## config.mk

```make
export PLATFORM = sky130hd
export DESIGN_NAME = ahb_arbiter_m2s
export DESIGN_NICKNAME = d
export VERILOG_FILES = /design/src/rtl/ahb_arbiter_m2s.sv
export SDC_FILE = /design/constraint.sdc
export NUM_CORES = 1
export LEC_CHECK = 0
export BUFFER_PORTS_ARGS = -buffer_cell sky130_fd_sc_hd__buf_2
export CAP_MARGIN = 40
export CELL_PAD_IN_SITES_DETAIL_PLACEMENT = 0
export CELL_PAD_IN_SITES_GLOBAL_PLACEMENT = 2
export CORE_ASPECT_RATIO = 0.9
export CORE_MARGIN = 8
export CORE_UTILIZATION = 12
export DETAILED_ROUTE_END_ITERATION = 6
export PLACE_DENSITY_LB_ADDON = 0.05
export SLEW_MARGIN = 20
export SYNTH_ARGS = -nofsm -noshare
export SYNTH_HDL_FRONTEND = slang
export SYNTH_SLANG_ARGS = --single-unit
export TNS_END_PERCENT = 5
```

## constraint.sdc

```tcl
create_clock -name HCLK -period 1.8 [get_ports HCLK]
set_input_delay 0.36 -clock HCLK [delete_from_list [all_inputs] [get_ports HCLK]]
set_output_delay 0.36 -clock HCLK [all_outputs]
set_load 0.005 [all_outputs]
```

## src/rtl/ahb_arbiter_m2s.sv

```systemverilog
// Master-to-slave half of a 4-master AHB interconnect: fixed-priority arbiter
// with registered grants, address/control mux on HMASTER and write-data mux on DMASTER.
module ahb_arbiter_m2s (
  input  logic        HCLK,
  input  logic        HRESET,
  input  logic        HBUSREQ_M0,
  input  logic        HBUSREQ_M1,
  input  logic        HBUSREQ_M2,
  input  logic        HBUSREQ_M3,
  input  logic        HLOCK_M0,
  input  logic        HLOCK_M1,
  input  logic        HLOCK_M2,
  input  logic        HLOCK_M3,
  input  logic [1:0]  HTRANS_M0,
  input  logic [1:0]  HTRANS_M1,
  input  logic [1:0]  HTRANS_M2,
  input  logic [1:0]  HTRANS_M3,
  input  logic [31:0] HADDR_M0,
  input  logic [31:0] HADDR_M1,
  input  logic [31:0] HADDR_M2,
  input  logic [31:0] HADDR_M3,
  input  logic        HWRITE_M0,
  input  logic        HWRITE_M1,
  input  logic        HWRITE_M2,
  input  logic        HWRITE_M3,
  input  logic [2:0]  HSIZE_M0,
  input  logic [2:0]  HSIZE_M1,
  input  logic [2:0]  HSIZE_M2,
  input  logic [2:0]  HSIZE_M3,
  input  logic [2:0]  HBURST_M0,
  input  logic [2:0]  HBURST_M1,
  input  logic [2:0]  HBURST_M2,
  input  logic [2:0]  HBURST_M3,
  input  logic [31:0] HWDATA_M0,
  input  logic [31:0] HWDATA_M1,
  input  logic [31:0] HWDATA_M2,
  input  logic [31:0] HWDATA_M3,
  input  logic        HREADY,
  output logic        HGRANT_M0,
  output logic        HGRANT_M1,
  output logic        HGRANT_M2,
  output logic        HGRANT_M3,
  output logic [1:0]  HMASTER,
  output logic        HMASTLOCK,
  output logic [1:0]  HTRANS,
  output logic [31:0] HADDR,
  output logic        HWRITE,
  output logic [2:0]  HSIZE,
  output logic [2:0]  HBURST,
  output logic [31:0] HWDATA
);

  localparam int NUM_M = 4;

  localparam logic [1:0] TRANS_IDLE   = 2'b00;
  localparam logic [1:0] TRANS_BUSY   = 2'b01;
  localparam logic [1:0] TRANS_NONSEQ = 2'b10;
  localparam logic [1:0] TRANS_SEQ    = 2'b11;

  logic [NUM_M-1:0] busreq;
  logic [NUM_M-1:0] hlock;
  logic [1:0]       trans_m [NUM_M];
  logic [31:0]      addr_m  [NUM_M];
  logic             write_m [NUM_M];
  logic [2:0]       size_m  [NUM_M];
  logic [2:0]       burst_m [NUM_M];
  logic [31:0]      wdata_m [NUM_M];

  assign busreq = {HBUSREQ_M3, HBUSREQ_M2, HBUSREQ_M1, HBUSREQ_M0};
  assign hlock  = {HLOCK_M3, HLOCK_M2, HLOCK_M1, HLOCK_M0};

  assign trans_m[0] = HTRANS_M0;
  assign trans_m[1] = HTRANS_M1;
  assign trans_m[2] = HTRANS_M2;
  assign trans_m[3] = HTRANS_M3;
  assign addr_m[0]  = HADDR_M0;
  assign addr_m[1]  = HADDR_M1;
  assign addr_m[2]  = HADDR_M2;
  assign addr_m[3]  = HADDR_M3;
  assign write_m[0] = HWRITE_M0;
  assign write_m[1] = HWRITE_M1;
  assign write_m[2] = HWRITE_M2;
  assign write_m[3] = HWRITE_M3;
  assign size_m[0]  = HSIZE_M0;
  assign size_m[1]  = HSIZE_M1;
  assign size_m[2]  = HSIZE_M2;
  assign size_m[3]  = HSIZE_M3;
  assign burst_m[0] = HBURST_M0;
  assign burst_m[1] = HBURST_M1;
  assign burst_m[2] = HBURST_M2;
  assign burst_m[3] = HBURST_M3;
  assign wdata_m[0] = HWDATA_M0;
  assign wdata_m[1] = HWDATA_M1;
  assign wdata_m[2] = HWDATA_M2;
  assign wdata_m[3] = HWDATA_M3;

  logic [NUM_M-1:0] hgrant_reg;
  logic [NUM_M-1:0] hgrant_next;
  logic [NUM_M-1:0] pri_onehot;
  logic [1:0]       hmaster_reg;
  logic [1:0]       dmaster_reg;
  logic [1:0]       grant_idx;
  logic [3:0]       bcnt_reg;
  logic [3:0]       bcnt_next;
  logic             locked_reg;
  logic             arb;

  // Fixed priority: a requester wins only if no lower-indexed master requests.
  genvar gi;
  generate
    for (gi = 0; gi < NUM_M; gi++) begin : g_pri
      if (gi == 0) begin : g_top
        assign pri_onehot[gi] = busreq[gi];
      end else begin : g_rest
        assign pri_onehot[gi] = busreq[gi] & ~(|busreq[gi-1:0]);
      end
    end
  endgenerate

  always_comb begin
    grant_idx = 2'd0;
    for (int i = 0; i < NUM_M; i++) begin
      if (hgrant_reg[i]) grant_idx = 2'(i);
    end
  end

  assign arb = HREADY & (bcnt_reg == 4'd0) & ~locked_reg;

  always_comb begin
    hgrant_next = hgrant_reg;
    if (arb) hgrant_next = (|busreq) ? pri_onehot : 4'b0001;
  end

  // Remaining beats of the owner's fixed-length burst; undefined INCR keeps it at 0.
  always_comb begin
    bcnt_next = bcnt_reg;
    case (HTRANS)
      TRANS_IDLE: bcnt_next = 4'd0;
      TRANS_BUSY: bcnt_next = bcnt_reg;
      TRANS_NONSEQ: begin
        case (HBURST)
          3'b010, 3'b011: bcnt_next = 4'd3;
          3'b100, 3'b101: bcnt_next = 4'd7;
          3'b110, 3'b111: bcnt_next = 4'd15;
          default:        bcnt_next = 4'd0;
        endcase
      end
      TRANS_SEQ: begin
        if (bcnt_reg != 4'd0) bcnt_next = bcnt_reg - 4'd1;
      end
      default: bcnt_next = bcnt_reg;
    endcase
  end

  // The lock flag and HMASTLOCK are both sampled from the granted master as it takes the bus.
  always_ff @(posedge HCLK) begin
    if (HRESET) begin
      hgrant_reg  <= 4'b0001;
      hmaster_reg <= 2'd0;
      dmaster_reg <= 2'd0;
      bcnt_reg    <= 4'd0;
      locked_reg  <= 1'b0;
    end else begin
      hgrant_reg <= hgrant_next;
      if (HREADY) begin
        hmaster_reg <= grant_idx;
        dmaster_reg <= hmaster_reg;
        bcnt_reg    <= bcnt_next;
        locked_reg  <= hlock[grant_idx];
      end
    end
  end

  assign HGRANT_M0 = hgrant_reg[0];
  assign HGRANT_M1 = hgrant_reg[1];
  assign HGRANT_M2 = hgrant_reg[2];
  assign HGRANT_M3 = hgrant_reg[3];
  assign HMASTER   = hmaster_reg;
  assign HMASTLOCK = locked_reg;

  assign HTRANS = trans_m[hmaster_reg];
  assign HADDR  = addr_m[hmaster_reg];
  assign HWRITE = write_m[hmaster_reg];
  assign HSIZE  = size_m[hmaster_reg];
  assign HBURST = burst_m[hmaster_reg];
  assign HWDATA = wdata_m[dmaster_reg];

endmodule

```

* Word-level counts from Yosys, hierarchy flattened
Index checks and enable logic that the tools add are counted.
** Word-level totals
- Bits in writable memories :: 0
- Latch bits :: 0
- Bits in read-only memories :: 0
- Bits in registers :: 13
- Input bits :: 303
- Memories kept :: 0
- Output and inout bits :: 80
- Logic and storage cells :: 68
** Cells by class
- Divide/modulo/power cells :: 0
- Bitwise logic cells :: 12
- Shifts and indexed selects :: 0
- Equality and inequality tests :: 10
- $mul :: 0
- Reductions and logical operators :: 10
- Magnitude comparators :: 3
- Mux-type cells :: 27
- Add/sub/neg operators :: 1
** Operators by type and width (count)
- 32-bit binary-select mux with 2-bit select :: 2
- 32-bit 2-to-1 mux :: 4
- 4-bit case mux with 3 select lines :: 2
- 3-bit binary-select mux with 2-bit select :: 2
- 3-bit == test (second input constant) :: 4
- 3-bit 2-to-1 mux :: 4
- 2-bit 2-to-1 mux :: 4
- 4-bit 2-to-1 mux :: 2
- 2-bit OR reduction :: 4
- 3-bit by 2-bit == test with 1-bit output (second input constant) :: 2
- 3-bit >= comparator (second input constant) :: 2
- 2-bit NOT with 3-bit output :: 2
- 1-bit AND :: 5
- 1-bit NOT :: 5
- 1-bit binary-select mux with 2-bit select :: 2
- 2-bit binary-select mux with 2-bit select :: 1
- 2-bit == test (second input constant) :: 2
- 4-bit logical NOT :: 1
- 1-bit 2-to-1 mux :: 4
- 4-bit nonzero test :: 1
- 4-bit OR reduction :: 1
- 4-bit by 1-bit subtractor with 4-bit output (second input constant) :: 1
- 2-bit by 3-bit < comparator with 1-bit output (second input constant) :: 1
- 3-bit AND reduction :: 1
- 4 further kinds :: 4

* Logic depth before layout (Yosys ltp)
Gate-level depths: netlist of run 1.
- Word-level depth :: 8
- Mapped depth :: 6

* Worst setup path before layout of run 1
No wires, ideal clock.
- Path kind :: reg2out
- Start :: register hmaster_reg[0] (netlist: HMASTER[0])
- End :: output HADDR[26]
- Required time :: 1.440 ns
- Stages on the path, launching flop included :: 5
- Arrival time :: 1.506 ns
- Setup slack :: -0.066 ns
- Cells stage by stage :: dfxtp_1 -> buf_6 -> buf_4 -> buf_2 -> mux4_2
** Between the ends
- Cells in the longest elaborated chain, start to end :: 4
** Ends and longest elaborated chain
- start: declaration :: line 100 : logic [1:0] hmaster_reg;
- start signal: assignment :: line 166 : hmaster_reg <= grant_idx;
- 2-bit NOT with 3-bit output (not written as such) :: line 182 : assign HADDR = addr_m[hmaster_reg];
- 32-bit binary-select mux with 2-bit select :: line 182
- 32-bit 2-to-1 mux (not written as such) (2 in a row) :: line 182
- end: declaration :: line 46 : output logic [31:0] HADDR,
No other way between the ends. The select of a mux whose other input is x is not followed.

* Worst setup path after layout of run 1
Same ends and word-level chain as after synthesis.

==> results of run 1 <==
-- path summary, 6_finish.rpt --
| kind | from | slack, ns | to | cells after the start |
|---|---|---|---|---|
| max | HMASTER[0] | -0.10 | HADDR[26] | 3 |
| min | HBUSREQ_M2 | 0.43 | hgrant_reg[2] | 3 |
| max reg2reg | HMASTER[0] | -0.02 | bcnt_reg[2] | 6 |
| min reg2reg | hgrant_reg[0] | 0.47 | hgrant_reg[0] | 2 |
-- logic make-up after synthesis --
kind of cell               after synthesis  share of synthesized area, %
buffers and inverters                   24                         4.645
muxes                                   77                         70.25
AOI/OAI and AO/OA                       23                         6.785
DFF                                     13                         10.86
adders and majority gates                1                        0.5218
and+or+nand+nor                         31                         6.942
-- power by group --
group / total, mW / switching, mW / internal (mW)
registers: 0.335 / 0.0275 / 0.308
clock network: 0.418 / 0.120 / 0.299
logic: 1.14 / 0.416 / 0.724
-- final cells by class --
cell class                      count  area (sq um)  area share (%)
Antenna cell                        5         12.51          0.2494
Clock buffer                        4         78.83           1.571
Inverter                            4         15.01          0.2993
Multi-Input combinational cell    132          2044           40.76
Sequential cell                    13         269.0           5.363
Tap cell                          255         319.1           6.361
Timing Repair Buffer              398          2277           45.40
-- per-stage QoR --
step / util, % / area [sq um] / instances / setup WS (ns)
floorplan: - / 2400 / 169 / 0.01903
global placement: 23.71 / 4696 / 799 / 0.06568
detailed placement: 23.71 / 4696 / 799 / 0.05675
CTS: 24.48 / 4848 / 806 / -0.1397
global route: 25.33 / 5016 / 811 / -0.1721
finish: 25.33 / 5016 / 811 / -0.1025
-- per-layer routing --
layer | vias up | part of all wire, %
met2 | 204 | 56
li1 | 1538 | -
met1 | 1613 | 33
met4 | 6 | 0.87
met3 | 14 | 10
met5 | - | 0.23
-- cell usage after synthesis (2+ instances only) --
library cell  count
dfxtp_1          13
o211a_1           2
nor2_1            9
clkbuf_1          8
o21ai_0           4
a21oi_1           7
nand2_1           8
nand3b_1          2
mux4_2           73
nand2b_1          2
a211oi_1          3
mux2i_1           4
buf_2             8
buf_1             2
inv_1             4
-- worst max-delay path: stages, from the launching register on --
cell and delay [ns]:
dfxtp_4 0.44, buf_12 0.18, mux4_2 0.53, buf_2 0.15
-- timing repair --
item                       in CTS  in global routing
setup endpoints to repair      71                 79
pin swaps                       0                  0
gates resized for setup         8                 27
setup buffers                   2                  0
hold endpoints to repair        0                  0
cloned                          1                  0
==> impl_metrics.csv, run 1 <==
group,metric,value,unit
sta,hold_ws,0.4274,ns
worst_setup_path,cp_data_arrival_time,1.54,ns
floorplanning,die_footprint,24760,sq um
logic_synthesis,synth_top_area_share,68.58,%
logic_synthesis,netlist_area,2397,sq um
outcome,outcome,"complete, but fails checks",
layout,fillCellCount,2198,
worst_setup_path,critical_path_data_required_time,1.44,ns
pwr,power_density,377.5,nW/um^2
run,cap_violations,0,
sta,fmax,525.6,MHz
floorplanning,die_h,150.1,microns
routing,drtPass1Iterations,4,
sta,post-route-period-util,105.7,%
global_route,global_route_wire_length_before_repair,26.24,mm
cts,tritoncts,"built",
sta,report.final.setup_viol,63,
pwr,ir_drop_worst_vdd,0.2299,mV
sta,timing.final.crit_period,1.903,ns
layout,finish.net_count,856,
global_route,grtUsageMet1,14.42,%
routing,routed_wirelength,19.25,mm
cts,cts_max_path_buffers,2,
worst_setup_path,worst-path-max-fanout,11,
global_route,busiest_layer,"met2",
worst_setup_path,cp-start-kind,"flip-flop",
worst_setup_path,endpoint_kind,"output pin",
logic_synthesis,yosys_register_bits,13,
routing,route.detailed.vias_per_inst,4.162,
floorplanning,initial_utilization,12.11,%
sta,setup_slack,-0.1025,ns
hold_path,hold_class,"input port to flip-flop",
global_route,grt.overflow.total,0,
logic_synthesis,async_reset_ff_share,0,%
cts,cts-buffers-inserted,3,
logic_synthesis,synthCells,169,
logic_synthesis,synth_edf_count,0,
layout,post_route_cells_drive_above_1_share,88.02,%
placement,count_of_input_and_output_buffers,382,
logic_synthesis,synth.yosys.seq_area_share,10.86,%
logic_synthesis,syn_area_per_cell,14.19,sq um
outcome,violations,"setup timing",
sta,final-max-slew-violation-count,0,
cts,cts_hold_buf,0,
logic_synthesis,synth_flop_cell,"dfxtp_1",
routing,first_iter_violations,146,
floorplanning,floorplan_row_count,49,
floorplanning,die_x,165.0,microns
cts,cts_sinks,13,
logic_synthesis,synth_area_leaders,"mux4_2 (69%), dfxtp_1 (11%), buf_2 (1.7%)",
floorplanning,core,19800,sq um
layout,mostFrequentLayoutCell,"buf_2",
logic_synthesis,yosys_warnings,0,
floorplanning,io_pins,383,
global_route,number_of_global_route_vias_before_repair,3774,
sta,totalNegativeSetupSlack,-3.715,ns
pwr,finalPower,1.893,mW
routing,routed_wire_length_per_instance,23.73,microns
global_route,met2_usage,27.22,%
worst_setup_path,criticalPathCategory,"flip-flop to output pin",
logic_synthesis,syn-num-nets,473,
global_route,antenna_found_initial,8,
placement,dp_hpwl,17.67,mm
cts,clkSlewWorstSetupHoldPaths,0.05,ns
sta,final.setup_skew,0.002017,ns
sta,setup_repair_after_global_routing_missed_its_margin,"true",
routing,routed-via-count,3375,
cts,insertion_delay,0.24,ns
global_route,global_routing_usage_on_met3,5.631,%
sta,timing_worst_slew_pin_value,0.3738,ns
global_route,grt_max_degree,33,
routing,ant_nets,0,
layout,layout_common_cells,"buf_2 (358), mux4_2 (73), buf_6 (24)",
cts,htree_num_levels,1,
logic_synthesis,synthDistinctLibCells,35,
pwr,power.leakage,2.344,nW
global_route,grt.total_usage,14.36,%
logic_synthesis,yosys.area.top_type,"mux4_2",
sta,timing.final.hold_violations,0,
placement,finalWeightedCongestion,0.9324,
layout,synthToLayoutAreaGrowth,109.2,%
routing,route.detailed.drc,0,
sta,slew_headroom,74.77,%
cts,root_buffer_selected_by_cts,"clkbuf_16",
No activity file was read; power rests on OpenSTA's default activity.
==> inputs of run 2 (changes only) <==
--- a/config.mk
+++ b/config.mk
@@ -14,6 +14,7 @@
 export CORE_UTILIZATION = 12
 export DETAILED_ROUTE_END_ITERATION = 6
 export PLACE_DENSITY_LB_ADDON = 0.05
+export REMOVE_ABC_BUFFERS = 1
 export SLEW_MARGIN = 20
 export SYNTH_ARGS = -nofsm -noshare
 export SYNTH_HDL_FRONTEND = slang
==> run 2 against run 1 <==
  * The flow still finishes with violations (setup timing)
  * Sequential power about the same
  * Setup slack got worse by 0.020 ns
  * Clock skew increased by 0.00058 ns
  * Hold slack got worse by 0.017 ns
  * Combinational power about the same
==> impl_metrics.csv, run 2 (same netlist as run 1, synthesis figures left out) <==
group,metric,value,unit
layout,mostFrequentLayoutCell,"buf_2",
layout,finish.cell_count_without_fillers,817,
placement,dp_hpwl,17.11,mm
sta,post-route-period-util,106.8,%
sta,final.setup_skew,0.002594,ns
global_route,number_of_global_route_vias_before_repair,3722,
cts,cts_sinks,13,
routing,drtPass1Iterations,4,
floorplanning,io_pins,383,
sta,report.final.setup_viol,63,
cts,htree_num_levels,1,
placement,placed_cell_area,4763,sq um
floorplanning,initial_utilization,12.11,%
hold_path,hold_class,"input port to flip-flop",
routing,route.detailed.drc,0,
layout,finalInstanceArea,5082,sq um
cts,insertion_delay,0.24,ns
cts,clkSlewWorstSetupHoldPaths,0.05,ns
worst_setup_path,critical_path_data_required_time,1.44,ns
layout,layout_common_cells,"buf_2 (369), mux4_2 (73), buf_6 (17)",
cts,tritoncts,"built",
sta,final-max-slew-violation-count,0,
layout,fillCellCount,2180,
layout,post_route_cells_drive_above_1_share,87.70,%
layout,synthToLayoutAreaGrowth,112.0,%
global_route,grt_max_degree,33,
sta,setup_slack,-0.1229,ns
pwr,power.leakage,2.392,nW
placement,finalWeightedCongestion,0.8151,
global_route,global_route_wire_length_before_repair,25.53,mm
pwr,finalPower,1.902,mW
layout,finish.net_count,866,
layout,area_of_combinational_cells_with_multiple_inputs,2032,sq um
outcome,violations,"setup timing",
placement,count_of_input_and_output_buffers,382,
cts,cts_hold_buf,0,
sta,timing.final.crit_period,1.923,ns
routing,ant_nets,0,
worst_setup_path,cp-start-kind,"flip-flop",
cts,cts-buffers-inserted,3,
layout,register_area,269.0,sq um
sta,timing_worst_slew_pin_value,0.3756,ns
routing,routed_wire_length_per_instance,23.33,microns
cts,root_buffer_selected_by_cts,"clkbuf_16",
floorplanning,die_footprint,24760,sq um
sta,fmax,520.1,MHz
floorplanning,die_h,150.1,microns
run,cap_violations,0,
worst_setup_path,cp_data_arrival_time,1.56,ns
placement,numPlacedInstances,803,
floorplanning,die_x,165.0,microns
routing,routed_wirelength,19.06,mm
global_route,grt.overflow.total,0,
routing,route.detailed.vias_per_inst,4.132,
floorplanning,core,19800,sq um
worst_setup_path,endpoint_kind,"output pin",
worst_setup_path,criticalPathCategory,"flip-flop to output pin",
sta,setup_repair_after_global_routing_missed_its_margin,"true",
floorplanning,floorplan_row_count,49,
sta,slew_headroom,74.64,%
global_route,grt.total_usage,13.81,%
sta,timing.final.hold_violations,0,
worst_setup_path,worst-path-max-fanout,6,
pwr,power_density,374.3,nW/um^2
routing,first_iter_violations,121,
layout,final_core_util,25.67,%
routing,routed-via-count,3376,
outcome,outcome,"complete, but fails checks",
placement,pre_cts_slack,0.003348,ns
cts,cts_max_path_buffers,2,
pwr,ir_drop_worst_vdd,0.2453,mV
global_route,antenna_found_initial,1,
## run 2: changes by cell type in the layout (fill, tap and decap cells not counted), sizes merged
cell	change
buf	+9
diode	-4
clkbuf	+1
## run 2: path summary, 6_finish.rpt
kind | from | to | slack (ns) | cells past startpoint
max reg2reg | HMASTER[0] | bcnt_reg[3] | 0 | 7
min reg2reg | hgrant_reg[0] | hgrant_reg[0] | 0.47 | 2
min | HBUSREQ_M2 | hgrant_reg[2] | 0.41 | 3
max | HMASTER[0] | HADDR[6] | -0.12 | 4
## run 2: worst max-delay path, cell delays in order (launching register included)
cell and delay (ns):
dfxtp_4 0.36, buf_12 0.13, buf_12 0.13, mux4_2 0.55, buf_6 0.14
## run 2: metal layers
| metal | wire length [microns] | track usage (%) | vias to the layer above | part of all wire (%) |
|---|---|---|---|---|
| met2 | 10380 | 26.12 | 221 | 54 |
| met3 | 2575 | 6.479 | 2 | 14 |
| met4 | 34 | 1.215 | 0 | 0.18 |
| li1 | - | - | 1550 | - |
| met1 | 6066 | 14.01 | 1603 | 32 |
| met5 | 0 | 0 | - | 0 |
## run 2: per-stage QoR
stage / setup TNS, ns / hold slack (ns)
after global routing: -8.233 / 0.4182
final: -3.713 / 0.4104
after floorplan: -73.48 / 0.4246
after global placement: -0.004649 / 0.4755
after CTS: -6.935 / 0.4087
after detailed placement: 0 / 0.4681
## run 2: final cells by class
class                      count  area share, %
multi-input combinational    132          39.98
clock buffer                   4          1.551
timing repair buffer         408          46.55
tap                          255          6.278
antenna                        1        0.04924
inverter                       4         0.2954
sequential                    13          5.293
## run 2: report_power, final
| group | leakage (nW) | switching (mW) | internal [mW] | total (mW) |
|---|---|---|---|---|
| clock network | 0.0382 | 0.120 | 0.299 | 0.419 |
| registers | 0.108 | 0.0241 | 0.307 | 0.332 |
| logic | 2.25 | 0.422 | 0.730 | 1.15 |
## run 2: timing repair
action,4_1_cts,5_1_grt
gates resized for setup,7,20
setup buffers,4,4
hold endpoints to repair,0,0
pin swaps,1,0
setup endpoints to repair,73,77
gates cloned,2,1
==> inputs of run 3 (changes only) <==
--- a/config.mk
+++ b/config.mk
@@ -9,11 +9,10 @@
 export CAP_MARGIN = 40
 export CELL_PAD_IN_SITES_DETAIL_PLACEMENT = 0
 export CELL_PAD_IN_SITES_GLOBAL_PLACEMENT = 2
-export CORE_ASPECT_RATIO = 0.9
 export CORE_MARGIN = 8
 export CORE_UTILIZATION = 12
 export DETAILED_ROUTE_END_ITERATION = 6
-export PLACE_DENSITY_LB_ADDON = 0.05
+export PLACE_DENSITY = 0.84
 export REMOVE_ABC_BUFFERS = 1
 export SLEW_MARGIN = 20
 export SYNTH_ARGS = -nofsm -noshare
==> run 3 against run 2 <==
  * The flow still finishes with violations (setup timing)
  * Combinational power about the same
  * Core utilization up 0.14 points
  * Clock skew down 0.0016 ns
  * Fmax down 0.93%
  * Sequential share of layout area about the same
  * Via count increased by 1.5%
  * Highest routed layer unchanged
  * Critical endpoint is now HTRANS[1]
  * Non-clock buffer count up 8
  * Largest cell class unchanged
  * Sequential cell count unchanged
  * Global-route usage fell by 2.4 points
  * Sequential power down 2%
==> impl_metrics.csv, run 3 (same netlist as run 1, synthesis figures left out) <==
group,metric,value,unit
outcome,outcome,"complete, but fails checks",
outcome,violations,"setup timing",
pwr,finalPower,1.887,mW
worst_setup_path,worst-path-max-fanout,9,
worst_setup_path,criticalPathCategory,"flip-flop to output pin",
layout,synthToLayoutAreaGrowth,110.2,%
layout,mostFrequentLayoutCell,"buf_2",
placement,dp_hpwl,14.39,mm
placement,count_of_input_and_output_buffers,382,
cts,tritoncts,"built",
pwr,ir_drop_worst_vdd,0.1985,mV
worst_setup_path,slowest_delay,0.62,ns
floorplanning,die_h,157.3,microns
floorplanning,die_x,157.3,microns
global_route,grt.total_usage,11.38,%
floorplanning,die_footprint,24760,sq um
routing,routed_wirelength,15.91,mm
sta,final-max-slew-violation-count,0,
layout,area_of_combinational_cells_with_multiple_inputs,2031,sq um
global_route,grt_max_degree,34,
worst_setup_path,cp_data_arrival_time,1.58,ns
run,cap_violations,0,
routing,routed_wire_length_per_instance,19.07,microns
layout,fillCellCount,2102,
sta,timing.final.hold_violations,0,
floorplanning,core,19530,sq um
sta,totalNegativeSetupSlack,-5.395,ns
layout,finish.cell_count_without_fillers,834,
sta,hold_ws,0.4014,ns
layout,antennaDiodeCount,0,
worst_setup_path,endpoint_kind,"output pin",
pwr,power.leakage,2.405,nW
global_route,global_route_wire_length_before_repair,21.85,mm
sta,post-route-period-util,107.8,%
sta,timing.final.crit_period,1.941,ns
cts,cts-buffers-inserted,3,
routing,routed-via-count,3427,
cts,cts_sinks,13,
hold_path,hold_class,"input port to flip-flop",
sta,setup_slack,-0.1409,ns
global_route,antenna_found_initial,0,
floorplanning,initial_utilization,12.28,%
routing,route.detailed.vias_per_inst,4.109,
cts,root_buffer_selected_by_cts,"clkbuf_16",
sta,final.setup_skew,0.001014,ns
layout,post_route_cells_drive_above_1_share,88.05,%
sta,timing_worst_slew_pin_value,0.3561,ns
worst_setup_path,critical_path_data_required_time,1.44,ns
worst_setup_path,cp-start-kind,"flip-flop",
layout,final_core_util,25.80,%
layout,finalInstanceArea,5039,sq um
placement,finalWeightedCongestion,0.8226,
pwr,power_density,374.6,nW/um^2
cts,htree_num_levels,1,
sta,setup_repair_after_global_routing_missed_its_margin,"true",
cts,insertion_delay,0.24,ns
sta,slew_headroom,75.96,%
placement,pre_cts_slack,0.06371,ns
routing,route.detailed.drc,0,
layout,register_area,269.0,sq um
worst_setup_path,worstPathCellList,"clkbuf_16 > mux4_2 > buf_6",
routing,ant_nets,0,
routing,drtPass1Iterations,4,
global_route,grt.overflow.total,0,
global_route,number_of_global_route_vias_before_repair,4044,
floorplanning,io_pins,383,
cts,cts_max_path_buffers,2,
cts,clkSlewWorstSetupHoldPaths,0.05,ns
sta,fmax,515.2,MHz
routing,first_iter_violations,169,
placement,numPlacedInstances,825,
layout,layout_common_cells,"buf_2 (375), mux4_2 (73), buf_4 (22)",
layout,finish.net_count,874,
worst_setup_path,critical-path-slowest-cell,"mux4_2",
sta,report.final.setup_viol,63,
placement,placed_cell_area,4816,sq um
floorplanning,floorplan_row_count,51,
==> run 3: worst paths after layout <==
check / slack (ns) / cells after the start / startpoint / end
worst max register to register: 0.07 / 6 / HMASTER[0] / bcnt_reg[0]
worst max-delay path: -0.14 / 3 / HMASTER[0] / HTRANS[1]
worst min register to register: 0.47 / 2 / hgrant_reg[0] / hgrant_reg[0]
worst min-delay path: 0.40 / 3 / HBUSREQ_M2 / hgrant_reg[2]
==> run 3: timing repair <==
item	CTS	global route
resized for setup	6	13
endpoints found under the setup margin	70	74
pin swaps	0	0
hold buffers	0	0
gates cloned	0	1
buffers inserted	2	2
==> run 3: routing by layer <==
metal | vias up | GRT usage [%] | routed length, microns
li1 | 1566 | - | -
met1 | 1590 | 9.888 | 4634
met2 | 259 | 23.18 | 8692
met3 | 12 | 5.319 | 2405
met4 | 0 | 1.949 | 176
met5 | - | 0 | 0
==> run 3: layout make-up <==
type / instances / area share [%]
repair buffers: 416 / 45.89
clock buffers: 3 / 1.490
flip-flops and latches: 13 / 5.339
multi-input cells: 132 / 40.30
clock inverters: 1 / 0.09933
well taps: 265 / 6.581
inverters: 4 / 0.2980
==> run 3: worst max-delay path: cells and delay by family, from the launching register on <==
family | cells | cell delay (ns)
DFF | 1 | 0.37
buffers and inverters | 2 | 0.35
muxes | 1 | 0.62
==> run 3: where the power goes <==
group	internal [mW]	switching, mW	total (mW)
clock network	0.296	0.132	0.428
logic	0.706	0.427	1.13
registers	0.307	0.0195	0.327
